### config.mk
export PLATFORM = sky130hd
export DESIGN_NAME = instr_sequencer
export DESIGN_NICKNAME = d
export VERILOG_FILES = /design/src/rtl/definitions_pkg.sv /design/src/rtl/instr_decode.sv /design/src/rtl/instr_sequencer.sv
export SDC_FILE = /design/constraint.sdc
export NUM_CORES = 1
export LEC_CHECK = 0
export CORE_UTILIZATION = 25
export CTS_BUF_LIST = sky130_fd_sc_hd__clkbuf_8 sky130_fd_sc_hd__clkbuf_16
export CTS_CLUSTER_DIAMETER = 40
export DETAILED_ROUTE_END_ITERATION = 16
export GPL_ROUTABILITY_DRIVEN = 1
export PLACE_DENSITY_LB_ADDON = 0.25
export REMOVE_ABC_BUFFERS = 1
export SLEW_MARGIN = 20
export SYNTH_ARGS = -nofsm -noshare
export SYNTH_HDL_FRONTEND = slang
export SYNTH_SLANG_ARGS = --single-unit
### constraint.sdc
create_clock -name clk -period 4.43 [get_ports clk]
set_clock_uncertainty 0.05 [all_clocks]
set_input_delay 0.886 -clock clk [delete_from_list [all_inputs] [get_ports clk]]
set_output_delay 0.886 -clock clk [all_outputs]
set_load 0.05 [all_outputs]
### src/rtl/definitions_pkg.sv
// Shared types and RISC-V field constants for the sequencer and the datapath.
// Defining ILLEGAL_TRAP_EN adds the HALT state used to trap illegal encodings.
package definitions_pkg;

    typedef enum logic [3:0] {
        ADD, SUB, SLL, SLT, SLTU, XOR, SRL, SRA, OR, AND
    } opcodes_t;

`ifdef ILLEGAL_TRAP_EN
    typedef enum logic [2:0] {
        FETCH, DECODE, EXECUTE, WRITEBACK, HALT
    } seq_state_t;
`else
    typedef enum logic [2:0] {
        FETCH, DECODE, EXECUTE, WRITEBACK
    } seq_state_t;
`endif

    typedef enum logic [1:0] {
        CLS_ALU, CLS_BEQ, CLS_ILLEGAL
    } instr_class_t;

    localparam logic [6:0] OPC_RTYPE  = 7'b0110011;
    localparam logic [6:0] OPC_BRANCH = 7'b1100011;
    localparam logic [6:0] F7_BASE    = 7'b0000000;
    localparam logic [6:0] F7_ALT     = 7'b0100000;
    localparam logic [2:0] F3_BEQ     = 3'b000;

    // B-type immediate: 13-bit signed byte offset with an implied zero LSB.
    function automatic logic [31:0] b_imm(input logic [31:0] w);
        return {{19{w[31]}}, w[31], w[7], w[30:25], w[11:8], 1'b0};
    endfunction

endpackage

### src/rtl/instr_decode.sv
// Combinational decoder: instruction word to ALU opcode, register fields,
// instruction class and branch offset.
module instr_decode
    import definitions_pkg::*;
(
    input  logic [31:0]  instr,
    output opcodes_t     opcode,
    output logic [4:0]   rs1,
    output logic [4:0]   rs2,
    output logic [4:0]   rd,
    output instr_class_t cls,
    output logic [31:0]  imm
);

    logic [6:0] opc;
    logic [2:0] f3;
    logic [6:0] f7;

    assign opc = instr[6:0];
    assign rd  = instr[11:7];
    assign f3  = instr[14:12];
    assign rs1 = instr[19:15];
    assign rs2 = instr[24:20];
    assign f7  = instr[31:25];
    assign imm = b_imm(instr);

    always_comb begin
        opcode = ADD;
        cls    = CLS_ILLEGAL;
        if (opc == OPC_RTYPE) begin
            if (f7 == F7_BASE) begin
                cls = CLS_ALU;
                case (f3)
                    3'b000:  opcode = ADD;
                    3'b001:  opcode = SLL;
                    3'b010:  opcode = SLT;
                    3'b011:  opcode = SLTU;
                    3'b100:  opcode = XOR;
                    3'b101:  opcode = SRL;
                    3'b110:  opcode = OR;
                    default: opcode = AND;
                endcase
            end else if (f7 == F7_ALT && f3 == 3'b000) begin
                cls    = CLS_ALU;
                opcode = SUB;
            end else if (f7 == F7_ALT && f3 == 3'b101) begin
                cls    = CLS_ALU;
                opcode = SRA;
            end
        end else if (opc == OPC_BRANCH && f3 == F3_BEQ) begin
            // BEQ compares by subtracting; the datapath reports equality on zero.
            cls    = CLS_BEQ;
            opcode = SUB;
        end
    end

endmodule

### src/rtl/instr_sequencer.sv
// Multi-cycle fetch/decode/execute/writeback controller that owns the pc.
// Defining ILLEGAL_TRAP_EN halts on illegal encodings instead of skipping them.
module instr_sequencer
    import definitions_pkg::*;
#(
    parameter logic [31:0] RESET_PC = 32'h0000_0000,
    parameter int unsigned PC_STEP  = 4
) (
    input  logic        clk,
    input  logic        rst,
    input  logic        instr_valid,
    input  logic [31:0] instr_data,
    output logic        instr_ready,
    output logic [31:0] pc,
    input  logic        zero,
    output opcodes_t    opcode,
    output logic [4:0]  read_a_ptr,
    output logic [4:0]  read_b_ptr,
    output logic [4:0]  write_ptr,
    output logic        write_en,
    output logic        busy,
    output logic        illegal
);

    seq_state_t   state, state_nxt;
    instr_class_t cls, cls_nxt;
    logic [31:0]  ir, ir_nxt;
    logic [31:0]  pc_nxt;
    opcodes_t     opcode_nxt;
    logic [4:0]   read_a_nxt, read_b_nxt, write_ptr_nxt;
    logic         write_en_nxt, illegal_nxt;

    opcodes_t     dec_opcode;
    logic [4:0]   dec_rs1, dec_rs2, dec_rd;
    instr_class_t dec_cls;
    logic [31:0]  dec_imm;

    instr_decode u_decode (
        .instr  (ir),
        .opcode (dec_opcode),
        .rs1    (dec_rs1),
        .rs2    (dec_rs2),
        .rd     (dec_rd),
        .cls    (dec_cls),
        .imm    (dec_imm)
    );

    assign instr_ready = (state == FETCH) && !rst;
    assign busy        = (state != FETCH);

    always_comb begin
        state_nxt     = state;
        cls_nxt       = cls;
        ir_nxt        = ir;
        pc_nxt        = pc;
        opcode_nxt    = opcode;
        read_a_nxt    = read_a_ptr;
        read_b_nxt    = read_b_ptr;
        write_ptr_nxt = write_ptr;
        write_en_nxt  = 1'b0;
        illegal_nxt   = illegal;
        case (state)
            FETCH: begin
                if (instr_valid) begin
                    ir_nxt      = instr_data;
                    illegal_nxt = 1'b0;
                    state_nxt   = DECODE;
                end
            end
            DECODE: begin
                read_a_nxt    = dec_rs1;
                read_b_nxt    = dec_rs2;
                write_ptr_nxt = dec_rd;
                opcode_nxt    = dec_opcode;
                cls_nxt       = dec_cls;
                state_nxt     = EXECUTE;
                if (dec_cls == CLS_ILLEGAL) begin
                    illegal_nxt = 1'b1;
`ifdef ILLEGAL_TRAP_EN
                    state_nxt   = HALT;
`endif
                end
            end
            EXECUTE: begin
                // write_en is registered, so it is decided here to be high during WRITEBACK.
                if (cls == CLS_ALU) begin
                    write_en_nxt = (write_ptr != 5'd0);
                    state_nxt    = WRITEBACK;
                end else if (cls == CLS_BEQ) begin
                    pc_nxt    = zero ? pc + dec_imm : pc + 32'(PC_STEP);
                    state_nxt = FETCH;
                end else begin
                    pc_nxt    = pc + 32'(PC_STEP);
                    state_nxt = FETCH;
                end
            end
            WRITEBACK: begin
                pc_nxt    = pc + 32'(PC_STEP);
                state_nxt = FETCH;
            end
`ifdef ILLEGAL_TRAP_EN
            HALT: begin
                state_nxt = HALT;
            end
`endif
            default: begin
                state_nxt = FETCH;
            end
        endcase
    end

    always_ff @(posedge clk) begin
        if (rst) begin
            state      <= FETCH;
            cls        <= CLS_ALU;
            ir         <= 32'd0;
            pc         <= RESET_PC;
            opcode     <= ADD;
            read_a_ptr <= 5'd0;
            read_b_ptr <= 5'd0;
            write_ptr  <= 5'd0;
            write_en   <= 1'b0;
            illegal    <= 1'b0;
        end else begin
            state      <= state_nxt;
            cls        <= cls_nxt;
            ir         <= ir_nxt;
            pc         <= pc_nxt;
            opcode     <= opcode_nxt;
            read_a_ptr <= read_a_nxt;
            read_b_ptr <= read_b_nxt;
            write_ptr  <= write_ptr_nxt;
            write_en   <= write_en_nxt;
            illegal    <= illegal_nxt;
        end
    end

endmodule
==> metrics, run 1 <==
status=complete, no violations; flops & latches, synth=88; Antenna diodes=0; Tot GR Track Use=between 10% and 20%; Crit Path Class=register to register; routed length per instance=15.9 um; Rel. slew slack=46.5%; hold buffers post-CTS=0; crit path capture=pc[31]; synth warn=0; CTS Sinks=88; H-tree depth=3; Max stage delay on crit path=0.48 ns; crit path cell chain=ha_1 -> inv_1 -> fa_1 -> and2b_1 -> o2111ai_2 -> a2111oi_4 -> o21ai_1 -> a21oi_1 -> o211ai_1 -> a32oi_1 -> nor4_1 -> nand4b_1; Die X=about 150 um; Final nets=around 900; share of layout cells above drive strength 1=under 10%; Fillers=between 2000 and 2500; 1st-pass router iterations=5; Leakage=roughly 2.6 nW; RSZ-0062 raised after global routing=false; Worst-Margin Slew=0.802 ns; number of cells on the critical path=12; Distinct cells, synth=69; Post-CTS Setup Bufs=0; Worst VDD drop=between 0.00015 and 0.0002 V; P per Cell Area=between 200 and 300 mW/mm2; Final setup viols=0; Fin Hold WS=between 0.4 and 0.5 ns; first-pass GRT wire length=approximately 28 mm; number of flops mapped to enable cells by yosys=0; WP data arrival=roughly 3.5 ns; P&R area growth vs syn=26.6%; via count=5645; Synth Instances=between 700 and 800; num rows=54; dpl hpwl=approximately 13 mm; remaining global-route overflow=0; TNS Setup=0 ns; final period utilization=between 70 and 80%; leading register cell type out of synthesis=dfxtp_1; Total Power=roughly 2.0 mW; M3 GR Usage=3.16%; CTS max path bufs=2; dpl cells=about 1100; cts bufs inserted=9; core area=0.0218 mm2; CP bufs+invs=1; clock root cell=clkbuf_16; Async SR Flop Fraction=0%; vias in the first global route=approximately 5200; Clock Latency Late Sink=0.35 ns; minimum clock period=3.27 ns; Largest delay share family, worst path=compound AO/OA/AOI/OAI gates; Initial Utilization=~26%; reg2reg end=pc[31]; Mapped Area=between 0.005 and 0.006 mm2; Detail Route Antenna Nets=0; FF-to-FF path depth=12; Worst setup SP type=register; met1 Usage GRT=around 22%; DRC Markers=0; grt peak-use layer=met2; final slew viol count=0; RR Startpoint=ir[8]; final worst slack=between 1 and 1.5 ns; fmax=around 310 MHz; Crit. End Element=register; initial antenna violation count=0; Seq/Total Area, Yosys=31.6%; pre-CTS worst setup slack=around 1.2 ns; Required @ worst endpoint=between 4 and 5 ns; hold path depth=2; Post-Layout Cell Count=approximately 1100; total of max-cap violations=0; via/cell ratio=roughly 5; Final Wtd Congestion=approximately 0.85; met2 Usage GRT=between 20% and 30%; Crit-path slowest cell=a2111oi_4; port bufs=a little under 90; largest net degree at the start of global routing=a little under 70; total die area=0.0229 mm2; syn_area_per_cell=between 7 and 8 um2; final hold vios=0; post-CTS sizing=0; CTS tree=done; DRT Wirelength=between 15 and 20 mm; DRT iter0 DRCs=around 350; Worst Setup SP=ir[8]; clock-pin slew on the worst setup and hold paths=0.08 ns; Ports=91; Reg2Reg Setup Slack=around 1.2 ns; type of the most critical hold path=register to register; maximum fanout along the worst path=4; die height=between 150 and 200 um
## where the power goes
part           switching (mW)  leakage [nW]  internal, mW
clock                   0.394         0.150         0.405
combinational           0.213          1.78         0.123
sequential             0.0370         0.715         0.824
total                   0.644          2.65          1.35
## placed cells by master, fill, tap and decap left out, types with 10 or more instances in the layout
master,instances
clkdlybuf4s50_1,88
o21ai_0,38
a211oi_1,11
buf_4,15
dfxtp_1,88
nor2_1,50
ha_1,31
a21oi_1,111
nand3_1,19
a31oi_1,12
nor3_1,17
xnor2_1,12
a21o_1,20
inv_1,16
nand4_1,10
and3_1,13
nand2_1,142
## metrics by stage
stage	instance area (um2)	utilization (%)
final	7060	32.4
after global routing	7060	32.4
after CTS	7060	32.4
after detailed placement	6760	31.0
after global placement	6760	31.0
after floorplan	5410	-
## Yosys cell counts, types with 12 or more instances
master,instances,area share [%]
dfxtp_1,88,32
and3_1,13,1.5
a21o_1,20,2.7
inv_1,16,1.1
nand3_1,19,1.7
xnor2_1,12,1.9
o21ai_0,38,3.4
ha_1,31,7.0
clkbuf_1,41,2.8
nor2_1,50,3.4
a31oi_1,12,1.3
nand2_1,142,9.6
a21oi_1,111,10
nor3_1,17,1.5
## how the worst min path moves through the flow
stage / start / endpoint / slack (ns)
after floorplan: ir[15] / read_a_ptr[0] / 0.38
after global placement: ir[24] / ir[24] / 0.39
after detailed placement: opcode[2] / opcode[2] / 0.40
after CTS: ir[17] / ir[17] / 0.41
after global routing: ir[17] / ir[17] / 0.43
final: ir[24] / read_b_ptr[4] / 0.41
## cells by family (layout without fill, tap and decap cells)
family,Yosys count,count (layout),synth area share [%]
XOR/XNOR,21,21,3.30
flip-flops,88,88,31.6
buffers and inverters,60,135,4.11
AND/OR/NAND/NOR,305,305,25.8
adder cells (fa/ha/maj),32,32,7.31
other,1,1,0.0672
multiplexers,2,2,0.359
AO/OA/AOI/OAI,246,246,27.5
## per-layer routing
layer	up-vias	wire length [um]	share of wire [%]
li1	2871	-	-
met1	2628	8610	49
met2	129	7970	45
met3	17	862	4.9
met4	0	212	1.2
met5	-	0	0
## tightest hold or removal path: stages, from the launching register on
cell and delay [ns]:
dfxtp_1 0.32, nand2_1 0.05, a21oi_1 0.05
## area by class of cell
class | count | area (um2) | share of cell area [%]
Clock inverter | 7 | 81.3 | 1.15
Clock buffer | 9 | 225 | 3.19
Multi-Input combinational cell | 607 | 3590 | 50.9
Sequential cell | 88 | 1760 | 24.9
Tap cell | 280 | 350 | 4.96
Inverter | 16 | 60.1 | 0.850
Timing Repair Buffer | 103 | 993 | 14.1
## sequential cells by signal (all words and copies together), names as in the netlist
signal,cells
cls,2
illegal,1
ir,32
opcode,4
pc,31
read_a_ptr,5
read_b_ptr,5
state,2
write_en,1
write_ptr,5
No activity file was read; power rests on OpenSTA's default activity.
==> run 2, diff against run 1 <==
==> constraint.sdc (replaced) <==
create_clock -name clk -period 3.08 [get_ports clk]
set_clock_uncertainty 0.05 [all_clocks]
set_input_delay 0.616 -clock clk [delete_from_list [all_inputs] [get_ports clk]]
set_output_delay 0.616 -clock clk [all_outputs]
set_load 0.05 [all_outputs]
==> metrics, run 2 (synthesis results as in run 1) <==
status=complete, no violations (unchanged); most frequent cells in the layout=nand2_1, a21oi_1, clkdlybuf4s50_1 (was nand2_1, a21oi_1, dfxtp_1, clkdlybuf4s50_1, nor2_1); type of the most critical hold path=register to register (unchanged); hold buffers post-CTS=0 (unchanged); final slew viol count=0 (unchanged); total of max-cap violations=0 (unchanged); Worst setup SP type=register (unchanged); clock-pin slew on the worst setup and hold paths=0.07 ns (was 0.08 ns); M3 GR Usage=3.52% (was 3.16%); CTS tree=done (unchanged); Crit Path Class=register to register (unchanged); WP data arrival=3.16 ns (was 3.46 ns); reg2reg end=pc[19] (was pc[31]); total die area=0.0229 mm2 (unchanged); Ports=91 (unchanged); final hold vios=0 (unchanged); Required @ worst endpoint=3.26 ns (was 4.62 ns); cts bufs inserted=9 (unchanged); CTS Sinks=88 (unchanged); Worst Setup SP=pc[1] (was ir[8]); Die X=151 um (unchanged); via count=5758 (was 5645); Antenna diodes=0 (unchanged); largest net degree at the start of global routing=66 (was 68); Fillers=2383 (was 2375); biggest regs=ir x32, pc x31 (unchanged); P&R area growth vs syn=32.3% (was 26.6%); first-pass GRT wire length=28.8 mm (was 28.3 mm); Crit. End Element=register (unchanged); minimum clock period=2.99 ns (was 3.27 ns); via/cell ratio=5.03 (was 5.09); CTS max path bufs=2 (unchanged); clock root cell=clkbuf_16 (unchanged); 1st-pass router iterations=4 (was 5); Total Power=2.86 mW (was 2.00 mW); Tot GR Track Use=16.3% (was 15.9%); fmax=335 MHz (was 306 MHz); final period utilization=96.9% (was 73.8%); Final setup viols=0 (unchanged); dpl hpwl=13.2 mm (was 12.7 mm); P per Cell Area=387 mW/mm2 (was 282 mW/mm2); share of layout cells above drive strength 1=10.3% (was 5.42%); Worst VDD drop=0.000249 V (was 0.000172 V); Clock Latency Late Sink=0.35 ns (about the same); max FFs per register=32 (unchanged); Final nets=927 (was 893); Reg2Reg Setup Slack=0.09 ns (was 1.16 ns); DRT iter0 DRCs=305 (was 348); Initial Utilization=25.6% (unchanged); core area=0.0218 mm2 (unchanged); H-tree depth=3 (unchanged); DRT Wirelength=18.1 mm (was 17.7 mm); DRC Markers=0 (unchanged); grt peak-use layer=met2 (unchanged); crit path capture=pc[19] (was pc[31]); commonest non-fill, non-tap cell in the layout=nand2_1 (unchanged); most flop-heavy register=ir (unchanged); vias in the first global route=5409 (was 5213); num rows=54 (unchanged); Leakage=2.83 nW (was 2.65 nW); maximum fanout along the worst path=4 (unchanged); post-place instance area=0.00700 mm2 (was 0.00676 mm2); die height=151 um (unchanged); routed length per instance=15.8 um (was 15.9 um); Detail Route Antenna Nets=0 (unchanged); FF-to-FF path depth=14 (was 12); Final Wtd Congestion=0.817 (was 0.848); Rel. slew slack=45.1% (was 46.5%); met2 Usage GRT=27.4% (was 25.1%); Final Cell Area=0.00738 mm2 (was 0.00706 mm2); Worst-Margin Slew=0.823 ns (was 0.802 ns); remaining global-route overflow=0 (unchanged); RSZ-0062 raised after global routing=true (was false); port bufs=89 (unchanged); met1 Usage GRT=20.9% (was 21.9%); RR Startpoint=pc[1] (was ir[8]); fin util=33.8% (was 32.4%); initial antenna violation count=0 (unchanged)
[run 2: cell type report]
type / count / area, um2 / area share (%)
multi-input cells: 607 / 3640 / 49.4
repair buffers: 137 / 1270 / 17.3
clock buffers: 10 / 239 / 3.24
flip-flops and latches: 88 / 1770 / 23.9
inverters: 16 / 60.1 / 0.814
well taps: 280 / 350 / 4.75
clock inverters: 6 / 48.8 / 0.661
[run 2: how the worst min path moves through the flow]
stage / start / end / slack [ns] / cells past startpoint
after floorplan: ir[15] / read_a_ptr[0] / 0.38 / 2
after global placement: ir[24] / ir[24] / 0.39 / 2
after detailed placement: read_b_ptr[1] / read_b_ptr[1] / 0.40 / 2
after CTS: read_b_ptr[1] / read_b_ptr[1] / 0.41 / 2
after global routing: ir[16] / ir[16] / 0.42 / 2
final: read_b_ptr[1] / read_b_ptr[1] / 0.40 / 2
[run 2: layer usage]
layer	part of all wire (%)	vias to the layer above
li1	-	2934
met1	47	2698
met4	1.2	0
met3	4.5	12
met2	47	114
met5	0	-
[run 2: critical path, cell delays in order (launching register included)]
cell and delay [ns]:
dfxtp_2 0.35, ha_4 0.14, inv_1 0.04, fa_2 0.32, and2b_2 0.26, o2111ai_4 0.16, a2111oi_4 0.36, buf_4 0.19
nor4_2 0.05, nor3_2 0.22, buf_4 0.14, and2b_1 0.17, xnor2_1 0.12, a222oi_1 0.21, nor2_1 0.06
[run 2: stage by stage]
stage | TNS (ns) | worst slack, ns | std cells | hold WS, ns
6_report | 0 | 0.0946 | 1144 | 0.404
4_1_cts | 0 | 0.0124 | 1139 | 0.407
5_1_grt | -0.158 | -0.0551 | 1144 | 0.425
3_3_place_gp | 0 | 0.0569 | 1123 | 0.394
3_5_place_dp | -0.0362 | -0.0257 | 1123 | 0.397
2_1_floorplan | -0.490 | -0.199 | 711 | 0.376
[run 2: what timing repair did]
item / CTS / global route
endpoints found under the setup margin: 2 / 4
pin swaps: 2 / 10
endpoints found under the hold margin: 0 / 0
gates resized for setup: 0 / 12
buffers inserted: 0 / 5
[run 2: power by group]
group / switching [mW] / internal, mW
registers: 0.0469 / 1.19
logic: 0.322 / 0.199
clock network: 0.522 / 0.582
total: 0.891 / 1.97
==> run 3, diff against run 2 <==
--- a/config.mk
+++ b/config.mk
@@ -5,6 +5,7 @@
 export SDC_FILE = /design/constraint.sdc
 export NUM_CORES = 1
 export LEC_CHECK = 0
+export ABC_CLOCK_PERIOD_IN_PS = 3080
 export CORE_UTILIZATION = 25
 export CTS_BUF_LIST = sky130_fd_sc_hd__clkbuf_8 sky130_fd_sc_hd__clkbuf_16
 export CTS_CLUSTER_DIAMETER = 40
==> results of run 3 <==
No change in the layout: final DEF, timing and power equal those of run 2.
==> variant 1, RTL diff (config.mk and constraints of run 2) <==
The 4 states of `seq_state_t` get a Gray code encoding in 2 bits.
--- a/src/rtl/definitions_pkg.sv
+++ b/src/rtl/definitions_pkg.sv
@@ -12,6 +12,6 @@
     } seq_state_t;
 `else
-    typedef enum logic [2:0] {
-        FETCH, DECODE, EXECUTE, WRITEBACK
+    typedef enum logic [1:0] {
+        FETCH = 2'b00, DECODE = 2'b01, EXECUTE = 2'b11, WRITEBACK = 2'b10
     } seq_state_t;
 `endif
Behaviour: no difference found for any inputs over 10 cycles, from zero or initial values and one cycle with rst high; not proved beyond that.
==> variant 1 against run 2 <==
  * Routed wire length fell by 0.51%
  * Area after synthesis about the same
  * Via count unchanged
  * Sequential cell count unchanged
  * Design area is 0.56% lower
  * Largest power group unchanged
  * Total power decreased by 1.9%
  * Setup slack better by 0.052 ns
  * Synthesized cell count increased by 1.6%
  * First-iteration DRC count is 17% lower
==> variant 1: results (changes against run 2) <==
[global_routing]
grt_usage=0.161  ; was 0.163
grt_max_degree=60  ; was 66
grt_pass1_wl_um=28700  ; was 28800 um
antenna_found_initial=0  ; unchanged
grt_pass1_vias=5447  ; was 5409

[worst_hold_path]
min-delay-start=ir[15]  ; was read_b_ptr[1]
min_path_type=reg -> reg  ; unchanged

[clock_network]
post_cts_buffers=0  ; unchanged
clk_latency_ns=0.35  ; about the same
cts.htree.levels=3  ; unchanged
clkTransAtPathRegs_ns=0.07  ; about the same
clk_path_buf_depth=2  ; unchanged
cts_buffers=9  ; unchanged
cts_resized=0  ; unchanged
cts_root_buf=clkbuf_16  ; unchanged

[layout]
diodes=0  ; unchanged
multi_input_cells=615  ; was 607
final-nonclk-buf-share=0.169  ; was 0.173
drive_gt1_frac=0.0964  ; was 0.103
buffers=133  ; was 137
postLayoutCellArea_sq_mm=0.00734  ; was 0.00738 sq mm
layout_top_registers=ir x32, pc x31  ; unchanged
clock_area_frac=0.0399  ; was 0.0390
nNetsFinal=934  ; was 927
nFlopsAndLatches=88  ; unchanged
fillers=2384  ; was 2383
final_core_util=0.336  ; was 0.338
seq_share=0.240  ; was 0.239
inv_count=19  ; was 16
multi_input_comb_area_sq_mm=0.00362  ; was 0.00364 sq mm

[placed_design]
numPlacedInstances=1135  ; was 1123
dp_slack_ns=0.0611  ; was -0.0257 ns
post_dp_cell_area_sq_mm=0.00701  ; was 0.00700 sq mm
place.gp.congestion=0.875  ; was 0.817
hpwl_um=13300  ; was 13200 um
numPortBuffers=89  ; unchanged

[worst_setup_path]
cp_top_family=compound AO/OA/AOI/OAI gates  ; was simple AND/OR/NAND/NOR gates
cp_slowest_cell=or4_1  ; was a2111oi_4
cp_max_fo=3  ; was 4
critPathLaunch=ir[8]  ; was pc[1]
slowest_delay_ns=0.42  ; was 0.36 ns

[detailed_routing]
vias=5758  ; unchanged
firstDrtPassIters=4  ; unchanged
vias_per_cell=5.00  ; was 5.03
wire_per_inst_um=15.7  ; was 15.8 um
drt_iter0_markers=254  ; was 305

[synth]
synth_cells=767  ; was 755
synth_cell_types=66  ; was 69
synth_area_leaders=dfxtp_1 (32%), nand2_1 (10%), a21oi_1 (9.7%)  ; was dfxtp_1 (32%), a21oi_1 (10%), nand2_1 (9.6%)
synth_common_cells=nand2_1 (152), a21oi_1 (108), dfxtp_1 (88)  ; was nand2_1 (142), a21oi_1 (111), dfxtp_1 (88)
async_flop_share=0  ; unchanged
yosysSeqAreaShare=0.316  ; about the same
synth_warnings=0  ; unchanged

[outcome]
status=finished clean  ; unchanged

[power]
p_leak_nw=2.82  ; was 2.83 nW
vdd_ir_drop_max_v=0.000253  ; was 0.000249 V

[sta]
max_slew_margin=0.464  ; was 0.451

[variant 1: per-layer routing]
metal,up-vias,share of wire,track usage
met2,133,0.46,0.265
met5,-,0,0
met3,20,0.057,0.0383
li1,2935,-,-
met4,0,0.015,0.0435
met1,2670,0.47,0.208
[variant 1: report_power, final]
| part | switching [mW] | internal [mW] |
|---|---|---|
| clock network | 0.547 | 0.573 |
| logic | 0.287 | 0.178 |
| registers | 0.0379 | 1.18 |
[variant 1: logic make-up after synthesis]
| kind of cell | share of synthesized area |
|---|---|
| compound gates | 0.257 |
| other cells | 0.000672 |
| xor+xnor | 0.0424 |
| simple gates | 0.265 |
| buf+inv | 0.0444 |
| fa+ha+maj | 0.0731 |
| flops | 0.316 |
| mux | 0.00180 |
[variant 1: worst paths after layout]
path                   endpoint  slack (ns)  cells past startpoint
setup / recovery         pc[31]        0.15                     11
hold / removal    read_a_ptr[0]        0.40                      2
setup reg to reg         pc[31]        0.15                     11
hold reg to reg   read_a_ptr[0]        0.40                      2
==> variant 2, RTL diff (flow settings as in run 2) <==
Without the edit above. Build with the macro `ILLEGAL_TRAP_EN` defined.
--- a/src/rtl/definitions_pkg.sv
+++ b/src/rtl/definitions_pkg.sv
@@ -1,4 +1,6 @@
 // Shared types and RISC-V field constants for the sequencer and the datapath.
 // Defining ILLEGAL_TRAP_EN adds the HALT state used to trap illegal encodings.
+`define ILLEGAL_TRAP_EN
+
 package definitions_pkg;
 
Check against the original RTL: not equivalent (Yosys sat finds a counterexample within 4 cycles, from zero or initial values and one cycle with rst high).
==> variant 2 against run 2 <==
  * Die area up 6.6%
  * Sequential cell count is 1 higher
  * Design area increased by 3.6%
  * Area after synthesis increased by 6.7%
  * Total power is 0.28% higher
  * Highest routed layer is now met5
  * Via count grew 10%
  * Synthesized cell count is 8.3% higher
  * Count of clock-buffer cells in the layout is 1 lower
  * Routed wire length increased by 15%
  * Setup slack improved by 0.12 ns
==> variant 2: results (changes against run 2) <==
[detailed_routing]
drt_iter0_markers=331  ; was 305
firstDrtPassIters=5  ; was 4
wire_per_inst_um=16.9  ; was 15.8 um
vias=6349  ; was 5758

[layout]
layout_top_registers=ir x32, pc x31  ; unchanged
fillers=2593  ; was 2383
largest_reg_flops=32  ; unchanged
drive_gt1_frac=0.0928  ; was 0.103
nNetsFinal=979  ; was 927
diodes=0  ; unchanged

[synth]
synth-main-ff-cell=dfxtp_1  ; unchanged
synth_common_cells=nand2_1 (161), a21oi_1 (118), dfxtp_1 (89)  ; was nand2_1 (142), a21oi_1 (111), dfxtp_1 (88)
yosysSeqAreaShare=0.299  ; was 0.316
synth_warnings=0  ; unchanged
async_flop_share=0  ; unchanged
synth_cell_types=78  ; was 69
synth_area_leaders=dfxtp_1 (30%), nand2_1 (10%), a21oi_1 (9.9%)  ; was dfxtp_1 (32%), a21oi_1 (10%), nand2_1 (9.6%)

[clock_network]
clk_path_buf_depth=2  ; unchanged
cts_resized=0  ; unchanged
clk_latency_ns=0.36
cts.htree.levels=3  ; unchanged
cts_root_buf=clkbuf_16  ; unchanged
clkTransAtPathRegs_ns=0.08
post_cts_buffers=0  ; unchanged
cts_buffers=9  ; unchanged

[worst_setup_path]
reg2reg_depth=10  ; was 14
rrSetupSlack_ns=0.21  ; was 0.09 ns
crit_end=pc[28]  ; was pc[19]
cp_max_fo=9  ; was 4
cp.arrival_ns=3.07  ; was 3.16 ns
critPathLaunch=pc[2]  ; was pc[1]

[worst_hold_path]
min_path_type=reg -> reg  ; unchanged

[placed_design]
hpwl_um=15200  ; was 13200 um
post_dp_cell_area_sq_mm=0.00734  ; was 0.00700 sq mm
numPortBuffers=89  ; unchanged
place.gp.congestion=0.889  ; was 0.817

[global_routing]
grt_pass1_wl_um=32900  ; was 28800 um
grt_max_degree=67  ; was 66
grt_usage=0.172  ; was 0.163
grt_pass1_vias=5933  ; was 5409
antenna_found_initial=1  ; was 0

[floorplanning]
start_util=0.254  ; was 0.256

[sta]
tightest_slew_ns=0.751  ; was 0.823 ns
setup_viol=0  ; unchanged

[outcome]
status=finished clean  ; unchanged

[power]
vdd_ir_drop_max_v=0.000221  ; was 0.000249 V
p_leak_nw=2.84  ; was 2.83 nW

[variant 2: cell types whose count changed after synthesis, sizes merged, moves of 5 or more]
cell	change
nor2	+13
o21ai	-7
nand3	+5
o21a	+5
a21oi	+7
xnor2	-5
o22ai	+5
nand2	+19
inv	-6
buf	+8
[variant 2: metrics by stage]
stage | worst slack [ns] | hold slack (ns) | util | std cells
2_1_floorplan | 0.163 | 0.376 | - | 766
3_3_place_gp | 0.203 | 0.389 | 0.314 | 1219
3_5_place_dp | 0.202 | 0.394 | 0.314 | 1219
4_1_cts | 0.191 | 0.409 | 0.327 | 1235
5_1_grt | 0.0809 | 0.428 | 0.327 | 1235
6_report | 0.215 | 0.406 | 0.327 | 1235
[variant 2: metal layers]
metal  wire length (um)  GRT usage  vias to the layer above
met5                 10          0                        -
met4                317     0.0415                        2
met3               1360     0.0404                       24
met2               9350      0.277                      192
met1               9780      0.231                     2965
li1                   -          -                     3166
[variant 2: cell families (layout without fill, tap and decap cells)]
group,count (synthesis),in the layout,share of synthesized area
fa+ha+maj,32,32,0.0685
compound gates,266,266,0.280
flops,89,89,0.299
simple gates,346,346,0.272
xor+xnor,17,17,0.0250
buf+inv,62,160,0.0456
mux,5,5,0.00883
other cells,1,1,0.000630
[variant 2: cell type report]
cell class / count / share of cell area
sequential: 89 / 0.233
timing repair buffer: 134 / 0.160
inverter: 10 / 0.00491
clock inverter: 7 / 0.0101
tap: 319 / 0.0522
clock buffer: 9 / 0.0294
multi-input combinational: 667 / 0.510
[variant 2: worst min-delay path by stage]
stage	start	endpoint	depth (start not counted)
finish	ir[24]	read_b_ptr[4]	2
global route	ir[2]	ir[2]	2
CTS	ir[24]	read_b_ptr[4]	2
detailed placement	ir[15]	read_a_ptr[0]	2
global placement	ir[21]	read_b_ptr[1]	2
floorplan	ir[15]	read_a_ptr[0]	2
[variant 2: worst max-delay path, cell delays in order, from the launching register on]
cell and delay (ns):
dfxtp_1 0.32, buf_4 0.17, ha_1 0.28, a21oi_1 0.08, nor2_1 0.31, o211ai_1 0.19
a211o_1 0.33, o41ai_1 0.58, buf_4 0.22, mux2i_1 0.17, nor3_1 0.07
[variant 2: power breakdown]
part           internal [mW]  total, mW  switching [mW]
sequential              1.20       1.25          0.0475
clock                  0.582       1.16           0.582
combinational          0.175      0.456           0.281
